`config.mk`:
```
export PLATFORM = sky130hd
export DESIGN_NAME = axis_window_sequencer
export DESIGN_NICKNAME = d
export VERILOG_FILES = /design/src/rtl/axis_window_pkg.sv /design/src/rtl/axis_window_seq_timer.sv /design/src/rtl/axis_window_sequencer.sv
export SDC_FILE = /design/constraint.sdc
export NUM_CORES = 1
export LEC_CHECK = 0
export ABC_AREA = 1
export ABC_CLOCK_PERIOD_IN_PS = 3800
export CAP_MARGIN = 10
export CORE_MARGIN = 2
export CORE_UTILIZATION = 38
export CTS_CLUSTER_DIAMETER = 120
export DETAILED_ROUTE_END_ITERATION = 8
export PLACE_DENSITY = 0.65
export SETUP_SLACK_MARGIN = 0.2
export SLEW_MARGIN = 25
export SYNTH_ARGS = -nofsm -noshare
export SYNTH_HDL_FRONTEND = slang
export SYNTH_HIERARCHICAL = 1
export SYNTH_SLANG_ARGS = --single-unit
export TNS_END_PERCENT = 100
```
`constraint.sdc`:
```
create_clock -name aclk -period 3.8 [get_ports aclk]
set_clock_uncertainty 0.05 [all_clocks]
set_input_delay 0.57 -clock aclk [delete_from_list [all_inputs] [get_ports aclk]]
set_output_delay 0.57 -clock aclk [all_outputs]
set_load 0.01 [all_outputs]
```
`src/rtl/axis_window_pkg.sv`:
```
// Shared definitions for the axis_window run controller: sequencer states and widths.
package axis_window_pkg;

  localparam int unsigned CFG_WIDTH      = 8;
  localparam int unsigned DEF_CNTR_WIDTH = 16;

  typedef enum logic [2:0] {
    S_IDLE,
    S_FLUSH,
    S_RUN,
    S_GAP,
    S_DONE
  } seq_state_t;

endpackage

```
`src/rtl/axis_window_seq_timer.sv`:
```
// Loadable down-counter that stops at zero; used for both the flush hold and the
// inter-window dead time.
module axis_window_seq_timer #(
  parameter int unsigned WIDTH = 16
) (
  input  logic             i_clk,
  input  logic             i_rst_n,
  input  logic             i_load,
  input  logic [WIDTH-1:0] i_load_val,
  output logic             o_zero
);

  logic [WIDTH-1:0] r_cnt;

  always_ff @(posedge i_clk or negedge i_rst_n) begin
    if (!i_rst_n) begin
      r_cnt <= '0;
    end else if (i_load) begin
      r_cnt <= i_load_val;
    end else if (r_cnt != '0) begin
      r_cnt <= r_cnt - WIDTH'(1);
    end
  end

  assign o_zero = (r_cnt == '0);

endmodule

```
`src/rtl/axis_window_sequencer.sv`:
```
// Run controller for axis_window: gates input valid, counts windows, inserts dead
// time between windows and flushes the window via a local reset.
module axis_window_sequencer
  import axis_window_pkg::*;
#(
  parameter int unsigned CNTR_WIDTH = DEF_CNTR_WIDTH,
  parameter int unsigned FLUSH_LEN  = 2
) (
  input  logic                  aclk,
  input  logic                  aresetn,
  input  logic                  start,
  input  logic                  abort,
  input  logic [CFG_WIDTH-1:0]  cfg_len,
  input  logic [CNTR_WIDTH-1:0] cfg_count,
  input  logic [CNTR_WIDTH-1:0] cfg_gap,
  input  logic                  s_axis_tvalid,
  input  logic                  win_tvalid,
  output logic                  gate_tvalid,
  output logic [CFG_WIDTH-1:0]  win_cfg,
  output logic                  win_aresetn,
  output logic [CNTR_WIDTH-1:0] win_cntr,
  output logic                  busy,
  output logic                  done
);

  // Timer is loaded with (length - 1) so its zero flag marks the last cycle.
  localparam logic [CNTR_WIDTH-1:0] FLUSH_LOAD = CNTR_WIDTH'(FLUSH_LEN - 1);

  seq_state_t             r_state;
  seq_state_t             r_after_flush;
  logic                   r_gate;
  logic [CFG_WIDTH-1:0]   r_win_cfg;
  logic                   r_win_aresetn;
  logic [CNTR_WIDTH-1:0]  r_win_cntr;
  logic [CNTR_WIDTH-1:0]  r_count;
  logic [CNTR_WIDTH-1:0]  r_gap;
  logic                   r_busy;
  logic                   r_done;

  logic                   w_start_ok;
  logic                   w_abort_ok;
  logic                   w_win_last;
  logic [CNTR_WIDTH-1:0]  w_cntr_inc;
  logic                   w_tmr_load;
  logic [CNTR_WIDTH-1:0]  w_tmr_val;
  logic                   w_tmr_zero;

  assign w_start_ok = (r_state == S_IDLE) && start && !abort && (cfg_count != '0);
  assign w_abort_ok = abort && ((r_state == S_FLUSH) || (r_state == S_RUN) || (r_state == S_GAP));
  assign w_cntr_inc = r_win_cntr + CNTR_WIDTH'(1);
  assign w_win_last = (w_cntr_inc == r_count);

  always_comb begin
    w_tmr_load = 1'b0;
    w_tmr_val  = FLUSH_LOAD;
    if (w_start_ok || w_abort_ok) begin
      w_tmr_load = 1'b1;
    end else if ((r_state == S_RUN) && win_tvalid && !w_win_last && (r_gap != '0)) begin
      w_tmr_load = 1'b1;
      w_tmr_val  = r_gap - CNTR_WIDTH'(1);
    end
  end

  axis_window_seq_timer #(
    .WIDTH (CNTR_WIDTH)
  ) u_timer (
    .i_clk      (aclk),
    .i_rst_n    (aresetn),
    .i_load     (w_tmr_load),
    .i_load_val (w_tmr_val),
    .o_zero     (w_tmr_zero)
  );

  always_ff @(posedge aclk or negedge aresetn) begin
    if (!aresetn) begin
      r_state       <= S_IDLE;
      r_after_flush <= S_IDLE;
      r_gate        <= 1'b0;
      r_win_cfg     <= '0;
      r_win_aresetn <= 1'b1;
      r_win_cntr    <= '0;
      r_count       <= '0;
      r_gap         <= '0;
      r_busy        <= 1'b0;
      r_done        <= 1'b0;
    end else begin
      r_done <= 1'b0;
      if (w_abort_ok) begin
        // Abort from any busy state restarts the flush and then parks in IDLE.
        r_state       <= S_FLUSH;
        r_after_flush <= S_IDLE;
        r_gate        <= 1'b0;
        r_win_aresetn <= 1'b0;
      end else begin
        unique case (r_state)
          S_IDLE: begin
            if (w_start_ok) begin
              r_win_cfg     <= cfg_len;
              r_count       <= cfg_count;
              r_gap         <= cfg_gap;
              r_win_cntr    <= '0;
              r_state       <= S_FLUSH;
              r_after_flush <= S_RUN;
              r_win_aresetn <= 1'b0;
              r_busy        <= 1'b1;
            end
          end
          S_FLUSH: begin
            if (w_tmr_zero) begin
              r_win_aresetn <= 1'b1;
              r_state       <= r_after_flush;
              if (r_after_flush == S_RUN) r_gate <= 1'b1;
              else                        r_busy <= 1'b0;
            end
          end
          S_RUN: begin
            if (win_tvalid) begin
              r_win_cntr <= w_cntr_inc;
              if (w_win_last) begin
                r_state <= S_DONE;
                r_gate  <= 1'b0;
                r_busy  <= 1'b0;
                r_done  <= 1'b1;
              end else if (r_gap != '0) begin
                r_state <= S_GAP;
                r_gate  <= 1'b0;
              end
            end
          end
          S_GAP: begin
            if (w_tmr_zero) begin
              r_state <= S_RUN;
              r_gate  <= 1'b1;
            end
          end
          S_DONE: begin
            r_state <= S_IDLE;
          end
          default: begin
            r_state <= S_IDLE;
          end
        endcase
      end
    end
  end

  assign gate_tvalid = s_axis_tvalid & r_gate;
  assign win_cfg     = r_win_cfg;
  assign win_aresetn = r_win_aresetn;
  assign win_cntr    = r_win_cntr;
  assign busy        = r_busy;
  assign done        = r_done;

endmodule

```
Yosys cells after proc, flatten, opt, wreduce, memory -nomap -nowiden
Index checks and enable logic that the tools add are counted.
{ "classes": {"add_sub_neg": 3, "eq_ne": 16, "mux": 41, "bitwise": 2, "reduce_logical": 31} }
{ "op_table": {"columns": ["op", "n"], "rows": [
  ["$mux 16", 6],
  ["$reduce_bool 16->1", 3],
  ["$pmux 16 s2", 1],
  ["$sub 16x1->16 const B", 2],
  ["$mux 3", 10],
  ["$mux 1", 20],
  ["$add 16x1->16 const B", 1],
  ["$eq 16x16->1", 1],
  ["$logic_not 16->1", 1],
  ["$pmux 3 s4", 1],
  ["$eq 3x2->1 const B", 3],
  ["$ne 3x2->1 const B", 3],
  ["$ne 2x2->1 const B", 4],
  ["$reduce_bool 2->1", 4],
  ["$logic_and 1x1->1", 7],
  ["$reduce_and 7->1", 1],
  ["$ne 3x3->1 const B", 2],
  ["$pmux 1 s3", 2],
  ["$reduce_and 3->1", 2],
  ["$reduce_and 6->1", 1],
  ["$reduce_bool 3->1", 2],
  ["$reduce_and 5->1", 1],
  ["$ne 4x3->1 const B", 1],
  ["$reduce_and 4->1", 1],
  ["other kinds (10)", 13]
]} }
{ "totals": {"ff_bits": 82, "inputBits": 46, "output_inout_bits": 28, "wordCells": 104} }

Logic depth before layout (Yosys ltp)
Gate-level depths: netlist (run 1).
{ "depth": {"depth_word": 8, "mapped_depth": 20, "mapped_depth_nobuf": 19} }

Hierarchy
The synthesis (run 1) kept the hierarchy.
{ "modules_own_cells": {"columns": ["mod", "instances", "cells_per_inst", "area_each_um2", "seq_area_each_um2"], "rows": [
  ["axis_window_sequencer", 1, 538, 3831.2, 1602.8],
  ["axis_window_seq_timer", 1, 167, 1184.9, 400.4]
]} }

Worst setup path before layout (run 1)
OpenSTA, ideal clock, no wires.
{ "synth_path": {"kind": "reg-to-reg", "from": "register r_win_cntr[0], in the netlist win_cntr[0]", "to": "register u_timer.r_cnt[12]", "setup_ns": 0.116, "arrival_time_ns": 2.250, "required_ns": 3.634, "slack_ns": 1.385, "stages_incl_launch_ff": 19, "path_buffers": 1, "synth_period_minus_slack_ns": 2.415, "path_cell_list": "dfrtp_1 > ha_1 > nand2_2 > nor2_4 > nand2_1 > nand2_1 > nand2_1 > nand2_1 > nand2_1 > inv_1 > nand2_1 > nor2_1 > nand3_2 > nand4_4 > buf_6 > nor3_2 > or2_2 > nand2_1 > nor2_1"} }
{ "synth_via": {"elab_chain_cells": 8, "word_cells_on_any_way": 11, "cone_classes": "add/sub (1); eq/ne (1); mux (5); reduce/logical (4)"} }
{ "synth_rtl": {"columns": ["item", "line_no", "rtl"], "rows": [
  ["start: declaration", "axis_window_sequencer.sv:34", "logic [CNTR_WIDTH-1:0] r_win_cntr;"],
  ["start signal: assignment", "axis_window_sequencer.sv:118", "r_win_cntr <= w_cntr_inc;"],
  ["$add 16x1->16", "axis_window_sequencer.sv:50", "assign w_cntr_inc = r_win_cntr + CNTR_WIDTH'(1);"],
  ["$eq 16x16->1", "axis_window_sequencer.sv:51", "assign w_win_last = (w_cntr_inc == r_count);"],
  ["$logic_not 1->1", "axis_window_sequencer.sv:58", "end else if ((r_state == S_RUN) && win_tvalid && !w_win_last && (r_gap != '0)) begin"],
  ["$logic_and 1x1->1 (2 in series)", "axis_window_sequencer.sv:58", null],
  ["$mux 16", "axis_window_sequencer.sv:58", null],
  ["$mux 16", "axis_window_sequencer.sv:56", "if (w_start_ok || w_abort_ok) begin"],
  ["named net w_tmr_val[12]", "axis_window_sequencer.sv:45", "logic [CNTR_WIDTH-1:0] w_tmr_val;"],
  ["$mux 16", "axis_window_seq_timer.sv:18", "end else if (i_load) begin"],
  ["end signal: assignment", "axis_window_seq_timer.sv:19", "r_cnt <= i_load_val;"],
  ["end signal: assignment", "axis_window_seq_timer.sv:21", "r_cnt <= r_cnt - WIDTH'(1);"],
  ["end: declaration", "axis_window_seq_timer.sv:13", "logic [WIDTH-1:0] r_cnt;"]
]} }
The timed path passes the listed nets, and every way through them passes these cells.
A chain may end at the register's enable or synchronous reset.

Worst setup path after layout (run 1)
{ "layout_path": {"from": "register r_win_cntr[0], in the netlist win_cntr[0]", "to": "register u_timer.r_cnt[12]"} }
{ "layout_via": {"elab_chain_cells": 8, "word_cells_on_any_way": 11, "cone_classes": "add/sub (1); eq/ne (1); mux (5); reduce/logical (4)"} }
{ "layout_rtl": {"columns": ["item", "line_no", "rtl"], "rows": [
  ["$add 16x1->16 *", "axis_window_sequencer.sv:50", null],
  ["$eq 16x16->1 *", "axis_window_sequencer.sv:51", null],
  ["$logic_not 1->1 *", "axis_window_sequencer.sv:58", null],
  ["$logic_and 1x1->1 * (2 in series)", "axis_window_sequencer.sv:58", null],
  ["$mux 1 *", "axis_window_sequencer.sv:58", null],
  ["$mux 1 *", "axis_window_sequencer.sv:56", null],
  ["named net w_tmr_load", "axis_window_sequencer.sv:44", "logic w_tmr_load;"],
  ["$mux 16 / $reduce_bool 2->1 (equally long branches)", null, null]
]} }
Mark *: on every way through the listed nets, which the timed path passes. The rest lies on a longest branch.

==> results of run 1 <==
==> state kept, by name (all words and copies together) (netlist names) <==
signal	count
r_state	3
u_timer/r_cnt	16
win_cfg	8
r_count	16
r_gate	1
r_gap	16
r_after_flush	1
win_cntr	16
busy	1
win_aresetn	1
done	1
==> worst paths after layout <==
path / start / to
setup reg to reg: win_cntr[0] / u_timer/r_cnt[12]
max in group asynchronous: aresetn / r_count[2]
hold / removal: aresetn / r_count[9]
hold reg to reg: win_cfg[0] / win_cfg[0]
setup / recovery: win_cntr[0] / u_timer/r_cnt[12]
min in group aclk: win_cfg[0] / win_cfg[0]
==> logic make-up after synthesis <==
family	Yosys count	synth area share
compound gates	58	0.0664
xor+xnor	20	0.0349
fa+ha+maj	4	0.00998
buf+inv	97	0.0778
flops	80	0.399
simple gates	446	0.412
==> final cells by class <==
type,count,area share
Multi-Input combinational cell,528,0.424
Sequential cell,80,0.324
Timing Repair Buffer,77,0.123
Inverter,80,0.0491
Clock buffer,10,0.0386
Tap cell,172,0.0348
Clock inverter,6,0.00707
==> placed cells by master (no fill, tap or decap), types with 7 or more instances in the layout <==
cell type,n
sky130_fd_sc_hd__inv_1,77
sky130_fd_sc_hd__o22ai_1,8
sky130_fd_sc_hd__clkbuf_16,9
sky130_fd_sc_hd__clkdlybuf4s50_1,72
sky130_fd_sc_hd__nand4_1,16
sky130_fd_sc_hd__xor2_1,14
sky130_fd_sc_hd__nor2_1,53
sky130_fd_sc_hd__nand3_1,52
sky130_fd_sc_hd__nor2_4,7
sky130_fd_sc_hd__nor3_1,15
sky130_fd_sc_hd__dfrtp_1,79
sky130_fd_sc_hd__o21ai_0,29
sky130_fd_sc_hd__nand2_1,257
sky130_fd_sc_hd__nor2_2,13
==> through the flow <==
step / power [mW] / setup slack, ns / hold slack, ns / cell area [sq um] / utilization
floorplan: 3.24 / 1.38 / 0.224 / 5020 / -
global placement: 3.93 / 0.603 / 0.411 / 5900 / 0.462
detailed placement: 4.01 / 0.600 / 0.421 / 5900 / 0.462
CTS: 4.85 / 0.569 / 0.394 / 6180 / 0.484
global route: 5.26 / 0.246 / 0.277 / 6190 / 0.485
finish: 4.84 / 0.561 / 0.214 / 6190 / 0.485
==> layer usage <==
metal	vias up	global-route usage
met3	13	0.0436
met4	0	0.0588
met1	2149	0.275
met2	132	0.284
met5	-	0
li1	2383	-
==> report_power, final <==
group	leakage, nW	internal (mW)	switching [mW]	total (mW)
sequential	1.02	1.24	0.381	1.62
clock	0.139	0.463	0.365	0.827
combinational	1.77	0.943	1.45	2.40
total	2.94	2.64	2.20	4.84
==> results.md, run 1 <==
- Global-route usage over all layers: 0.191
- Number of setup buffers added after CTS: 0
- Post-synthesis instance area: 5020 sq um
- Status: completed
- Buffering stage count on the worst path with inverters included: 1
- FILL cells: 1254
- # placed instances: 937
- Worst hold-check path type: input port to async pin
- Standard cell with the maximum stage delay on the critical path: sky130_fd_sc_hd__dfrtp_1
- TritonCTS Sinks: 80
- Avg Synthesized Cell Area: 7.11 sq um
- Combined flip-flop and latch cell area: 2000 sq um
- Die H: 119 um
- Synth warnings: 6
- Most repeated library cell on the critical path: sky130_fd_sc_hd__nand2_1
- Placement row count: 41
- Final critical-path required period: 3.24 ns
- Commonest cells in the synthesized netlist: sky130_fd_sc_hd__nand2_1, sky130_fd_sc_hd__dfrtp_1, sky130_fd_sc_hd__inv_1
- RSZ-0062 raised after global routing: no
- Share of the synthesized area in the top cell type: 0.394
- Gate family responsible for the most delay along the worst path: simple AND/OR/NAND/NOR gates
- Synth async-reset ratio: 1.00
- Die boundary width: 119 um
- Vias: 4677
- I/O pin cnt: 74
- Grt ovf: 0
- HPWL after detailed placement: 9.65 mm
- Placer Congestion: 0.900
- Worst max-slew margin expressed relative to the limit: 0.513
- Largest area contributor in the netlist: sky130_fd_sc_hd__dfrtp_1
- Final-stage net count: 826
- H-Tree Depth: 3
- Routed wire length on met2: 5.65 mm
- DRT Pass-1 Iters: 5
- Most common cell in the synthesized netlist: sky130_fd_sc_hd__nand2_1
- Largest net degree at the start of global routing: 81
- Number of port buffers: 73
- Depth of the critical timing path with buffers and inverters included: 17
- WL met3: 660 um
- Final setup viols: 0
- ANT cells: 0
- Post-synthesis cell type count: 40
- Number of buffers inserted during clock tree synthesis: 9
- CP Capture Type: flip-flop
- Highest net fanout along the worst path: 21
- Final number of max-transition violations: 0
- Routed metal-1 wire length: 6.42 mm
- Area enclosed by the die boundary: 14100 sq um
- Number of hold violations in the final report: 0
- Clock transition at the registers of the reported paths: 0.06 ns
- Crit path required time: 3.98 ns
- Total power density per cell area: 782 nW/um^2
- Hold bufs inserted after CTS: 0
- Worst-skew pair later-pin latency: 0.34 ns
- Non-filler instance count after layout: 953
- Nets in the synthesized netlist: 755
- FF-to-FF setup slack: 0.56 ns
- Arr. time, crit path: 3.42 ns
- Per-cell via count in the routed design: 4.91
- Type of the worst setup path: flip-flop to flip-flop
- Max Cap Viol: 0
- Layout cells sized above 1: 0.0896
- Global-route wire length before repair: 21.9 mm
- Effective utilization at floorplan: 0.393
- Count of instances resized after the clock tree is built: 0
- Most area-consuming cells after synthesis: sky130_fd_sc_hd__dfrtp_1, sky130_fd_sc_hd__nand2_1, sky130_fd_sc_hd__inv_1
- Per-cell routed wire length: 13.6 um
- Longest individual stage delay on the worst path: 0.48 ns
- Number of cells on the worst reg-to-reg path: 17
- Cell chain of the critical path: ha_1 -> nand3_1 -> nor2_2 -> nand3_1 -> nand2_1 -> nand2_1 -> nand2_1 -> nand2_1 -> nand2_1 -> nor2_2 -> nand3_2 -> nand4_4 -> nand2_4 -> clkinvlp_4 -> or2_2 -> nand2_1 -> nor2_1
- Cell chosen for the clock root: sky130_fd_sc_hd__clkbuf_16
- Highest metal layer with signal wires: met4
- Number of nets still failing antenna checks after routing: 0
- Nature of the critical path startpoint: flip-flop
- Post-synthesis register bit count: 80
- Clock tree from TritonCTS: built
- Residual DRC: 0
- Setup Total Neg Slack: 0 ns
- Via count of the first global-routing pass: 4581
- Maximum ir drop on the vdd rail: 0.287 mV
- Sequential fraction of the synthesis area: 0.399
- Multi-input gate area: 2620 sq um
- Max Buffers Root-to-Sink: 2
- Fmax: 309 MHz
- Final clock period utilization by the worst path: 0.852
- Standby leakage power: 2.94 nW
- Routed Wire Length: 12.9 mm
- Post-Syn Instances: 705
- Violation count after the first detailed-route iteration: 273
- Most common flop cell mapped by yosys: sky130_fd_sc_hd__dfrtp_1
- Signed area change from the synthesized netlist to the final layout: 23.4%
- Number of enable flip-flop cells after synthesis: 0
- Initial antenna violation count: 0
- Area of the core region: 12800 sq um
- Worst Max-Slew Pin Slew: 0.730 ns
Power figures use the tool's default switching activity.
==> run 2, diff against run 1 <==
--- a/config.mk
+++ b/config.mk
@@ -7,12 +7,10 @@
 export LEC_CHECK = 0
 export ABC_AREA = 1
 export ABC_CLOCK_PERIOD_IN_PS = 3800
-export CAP_MARGIN = 10
 export CORE_MARGIN = 2
 export CORE_UTILIZATION = 38
 export CTS_CLUSTER_DIAMETER = 120
 export DETAILED_ROUTE_END_ITERATION = 8
-export PLACE_DENSITY = 0.65
 export SETUP_SLACK_MARGIN = 0.2
 export SLEW_MARGIN = 25
 export SYNTH_ARGS = -nofsm -noshare
==> run 2 against run 1 <==
  * Utilization grew 0.14 points
  * Routed wire length grew 2.8%
  * Via count grew 1.9%
  * Final area grew 0.28%
  * Total power grew 1.5%
  * Sequential power is essentially flat
  * Global-route usage grew 0.85 points
  * Critical path depth is the same
  * Clock power grew 6.9%
  * Clock-buffer cell count grew 3
  * Register-to-register slack gained 0.20 ns
  * Non-clock buffer count grew 1
==> results.md, run 2 (synthesis gave the netlist of run 1 again) <==
- WL met3: 662 um (+0.30%)
- Standby leakage power: 2.95 nW (+0.62%)
- Final-stage net count: 827 (+0.12%)
- Highest metal layer with signal wires: met4
- Count of instances resized after the clock tree is built: 0 (unchanged)
- Sequential Power Share: 0.330 (-0.004)
- Effective utilization at floorplan: 0.393 (unchanged)
- Crit path required time: 3.99 ns (about the same)
- Net switching fraction of the power: 0.446 (-0.00812)
- Signed area change from the synthesized netlist to the final layout: 23.7%
- Post-route core utilization: 0.486 (+0.00137)
- TritonCTS Sinks: 80 (unchanged)
- Cell chain of the critical path: ha_1 -> nand3_1 -> nor2_2 -> nand3_1 -> nand2_1 -> nand2_1 -> nand2_1 -> nand2_1 -> nand2_1 -> nor2_2 -> nand3_2 -> nand4_4 -> nand2_4 -> inv_1 -> or2_2 -> nand2_1 -> nor2_1
- Cell chosen for the clock root: sky130_fd_sc_hd__clkbuf_16
- Placement row count: 41 (unchanged)
- Final critical-path required period: 3.04 ns (-0.196 ns)
- Routed metal-1 wire length: 6.65 mm (+3.6%)
- ANT cells: 0 (unchanged)
- Number of port buffers: 73 (unchanged)
- Total power density per cell area: 791 nW/um^2 (+1.2%)
- Hold bufs inserted after CTS: 0 (unchanged)
- Fmax: 329 MHz (+6.4%)
- Die H: 119 um (unchanged)
- Worst hold-check path type: input port to async pin
- Clock transition at the registers of the reported paths: 0.06 ns (about the same)
- Routed Wire Length: 13.3 mm (+2.8%)
- Worst max-slew margin expressed relative to the limit: 0.481 (-0.0325)
- Area of the core region: 12800 sq um (unchanged)
- Area enclosed by the die boundary: 14100 sq um (unchanged)
- Number of setup buffers added after CTS: 0 (unchanged)
- Largest net degree at the start of global routing: 60 (-26%)
- Maximum ir drop on the vdd rail: 0.353 mV (+23%)
- Cell internal pwr: 2.72 mW (+3.0%)
- Clock tree from TritonCTS: built
- HPWL after detailed placement: 10.0 mm (+3.9%)
- Violation count after the first detailed-route iteration: 278 (+1.8%)
- Die boundary width: 119 um (unchanged)
- Longest individual stage delay on the worst path: 0.46 ns (-0.02 ns)
- Share of total power in combinational logic: 0.490 (-0.005)
- Highest net fanout along the worst path: 21 (unchanged)
- Placer Congestion: 0.855 (-5.1%)
- Max Cap Viol: 0 (unchanged)
- Worst-skew pair later-pin latency: 0.35 ns (about the same)
- Type of the worst setup path: flip-flop to flip-flop
- Leading cell type in the layout, fill and taps excluded: sky130_fd_sc_hd__nand2_1
- Commonest cells after routing, fill and taps aside: sky130_fd_sc_hd__nand2_1, sky130_fd_sc_hd__dfrtp_1, sky130_fd_sc_hd__inv_1
- CP Capture Type: flip-flop
- Switching power summed over all nets: 2.19 mW (-0.35%)
- Vias: 4764 (+1.9%)
- H-Tree Depth: 3 (unchanged)
- Number of buffers inserted during clock tree synthesis: 9 (unchanged)
- Per-cell routed wire length: 13.9 um (+2.7%)
- Status: completed
- Nature of the critical path startpoint: flip-flop
- Per-cell via count in the routed design: 4.99 (+1.8%)
- Grt ovf: 0 (unchanged)
- Max Buffers Root-to-Sink: 2 (unchanged)
- Most repeated library cell on the critical path: sky130_fd_sc_hd__nand2_1
- DRT Pass-1 Iters: 5 (unchanged)
- Worst Max-Slew Pin Slew: 0.779 ns (+0.0487 ns)
- Routed wire length on met2: 5.70 mm (+0.78%)
- Number of nets still failing antenna checks after routing: 0 (unchanged)
- Via count of the first global-routing pass: 4637 (+1.2%)
- Initial antenna violation count: 0 (unchanged)
- Global-route wire length before repair: 22.4 mm (+2.2%)
- Share of total power in the clock network: 0.180 (+0.009)
- Arr. time, crit path: 3.24 ns (-0.18 ns)
- Global-route usage over all layers: 0.199 (+0.00846)
- FILL cells: 1282 (+2.2%)
- Total power of the final layout: 4.91 mW (+1.5%)
- Setup Total Neg Slack: 0 ns (unchanged)
- I/O pin cnt: 74 (unchanged)
- RSZ-0062 raised after global routing: no
- Final number of max-transition violations: 0 (unchanged)
- Multi-input gate area: 2620 sq um (unchanged)
- Layout cells sized above 1: 0.0870 (-0.00267)
- Standard cell with the maximum stage delay on the critical path: sky130_fd_sc_hd__dfrtp_1
- Residual DRC: 0 (unchanged)
- Final clock period utilization by the worst path: 0.801 (-0.0516)
- Final setup viols: 0 (unchanged)
- Number of hold violations in the final report: 0 (unchanged)
- Combined flip-flop and latch cell area: 2000 sq um (unchanged)
==> run 2: area by class of cell <==
type / count / area share
clock buffer: 13 / 0.0419
timing repair buffer: 78 / 0.123
inverter: 80 / 0.0484
sequential: 80 / 0.323
tap: 172 / 0.0347
clock inverter: 3 / 0.00645
multi-input combinational: 528 / 0.422
==> run 2: final timing paths <==
kind,slack (ns),endpoint,cells after the start,from
setup / recovery,0.76,u_timer/r_cnt[12],17,win_cntr[0]
hold / removal,0.26,win_cntr[9],1,aresetn
setup reg to reg,0.76,u_timer/r_cnt[12],17,win_cntr[0]
hold reg to reg,0.43,win_cfg[5],2,win_cfg[5]
max in group asynchronous,2.63,r_count[8],2,aresetn
min in group aclk,0.43,win_cfg[5],2,win_cfg[5]
==> run 2: worst max-delay path, delay by kind of cell, from the launching register on <==
family / cells / cell delay [ns]
flip-flops: 1 / 0.46
buffers and inverters: 1 / 0.24
AND/OR/NAND/NOR: 15 / 1.94
adder cells (fa/ha/maj): 1 / 0.24
==> run 2: layer usage <==
metal,GRT usage,vias to the layer above
met5,0,-
met4,0.0871,0
met3,0.0364,16
met2,0.297,133
met1,0.283,2222
li1,-,2393
==> run 2: power groups by stage <==
stage	sequential, mW	combinational [mW]	clock (mW)
final	1.62	2.41	0.884
after global routing	1.68	2.73	0.946
after CTS	1.62	2.40	0.908
after detailed placement	1.62	2.39	0
after global placement	1.62	2.35	0
after floorplan	1.58	1.66	0
==> run 2: stage by stage <==
stage | setup slack [ns] | hold slack, ns | cell area [sq um] | std cells
floorplan | 1.38 | 0.224 | 5020 | 705
global placement | 0.486 | 0.410 | 5910 | 938
detailed placement | 0.481 | 0.418 | 5910 | 938
CTS | 0.767 | 0.281 | 6210 | 954
global route | 0.392 | 0.328 | 6210 | 954
finish | 0.757 | 0.257 | 6210 | 954
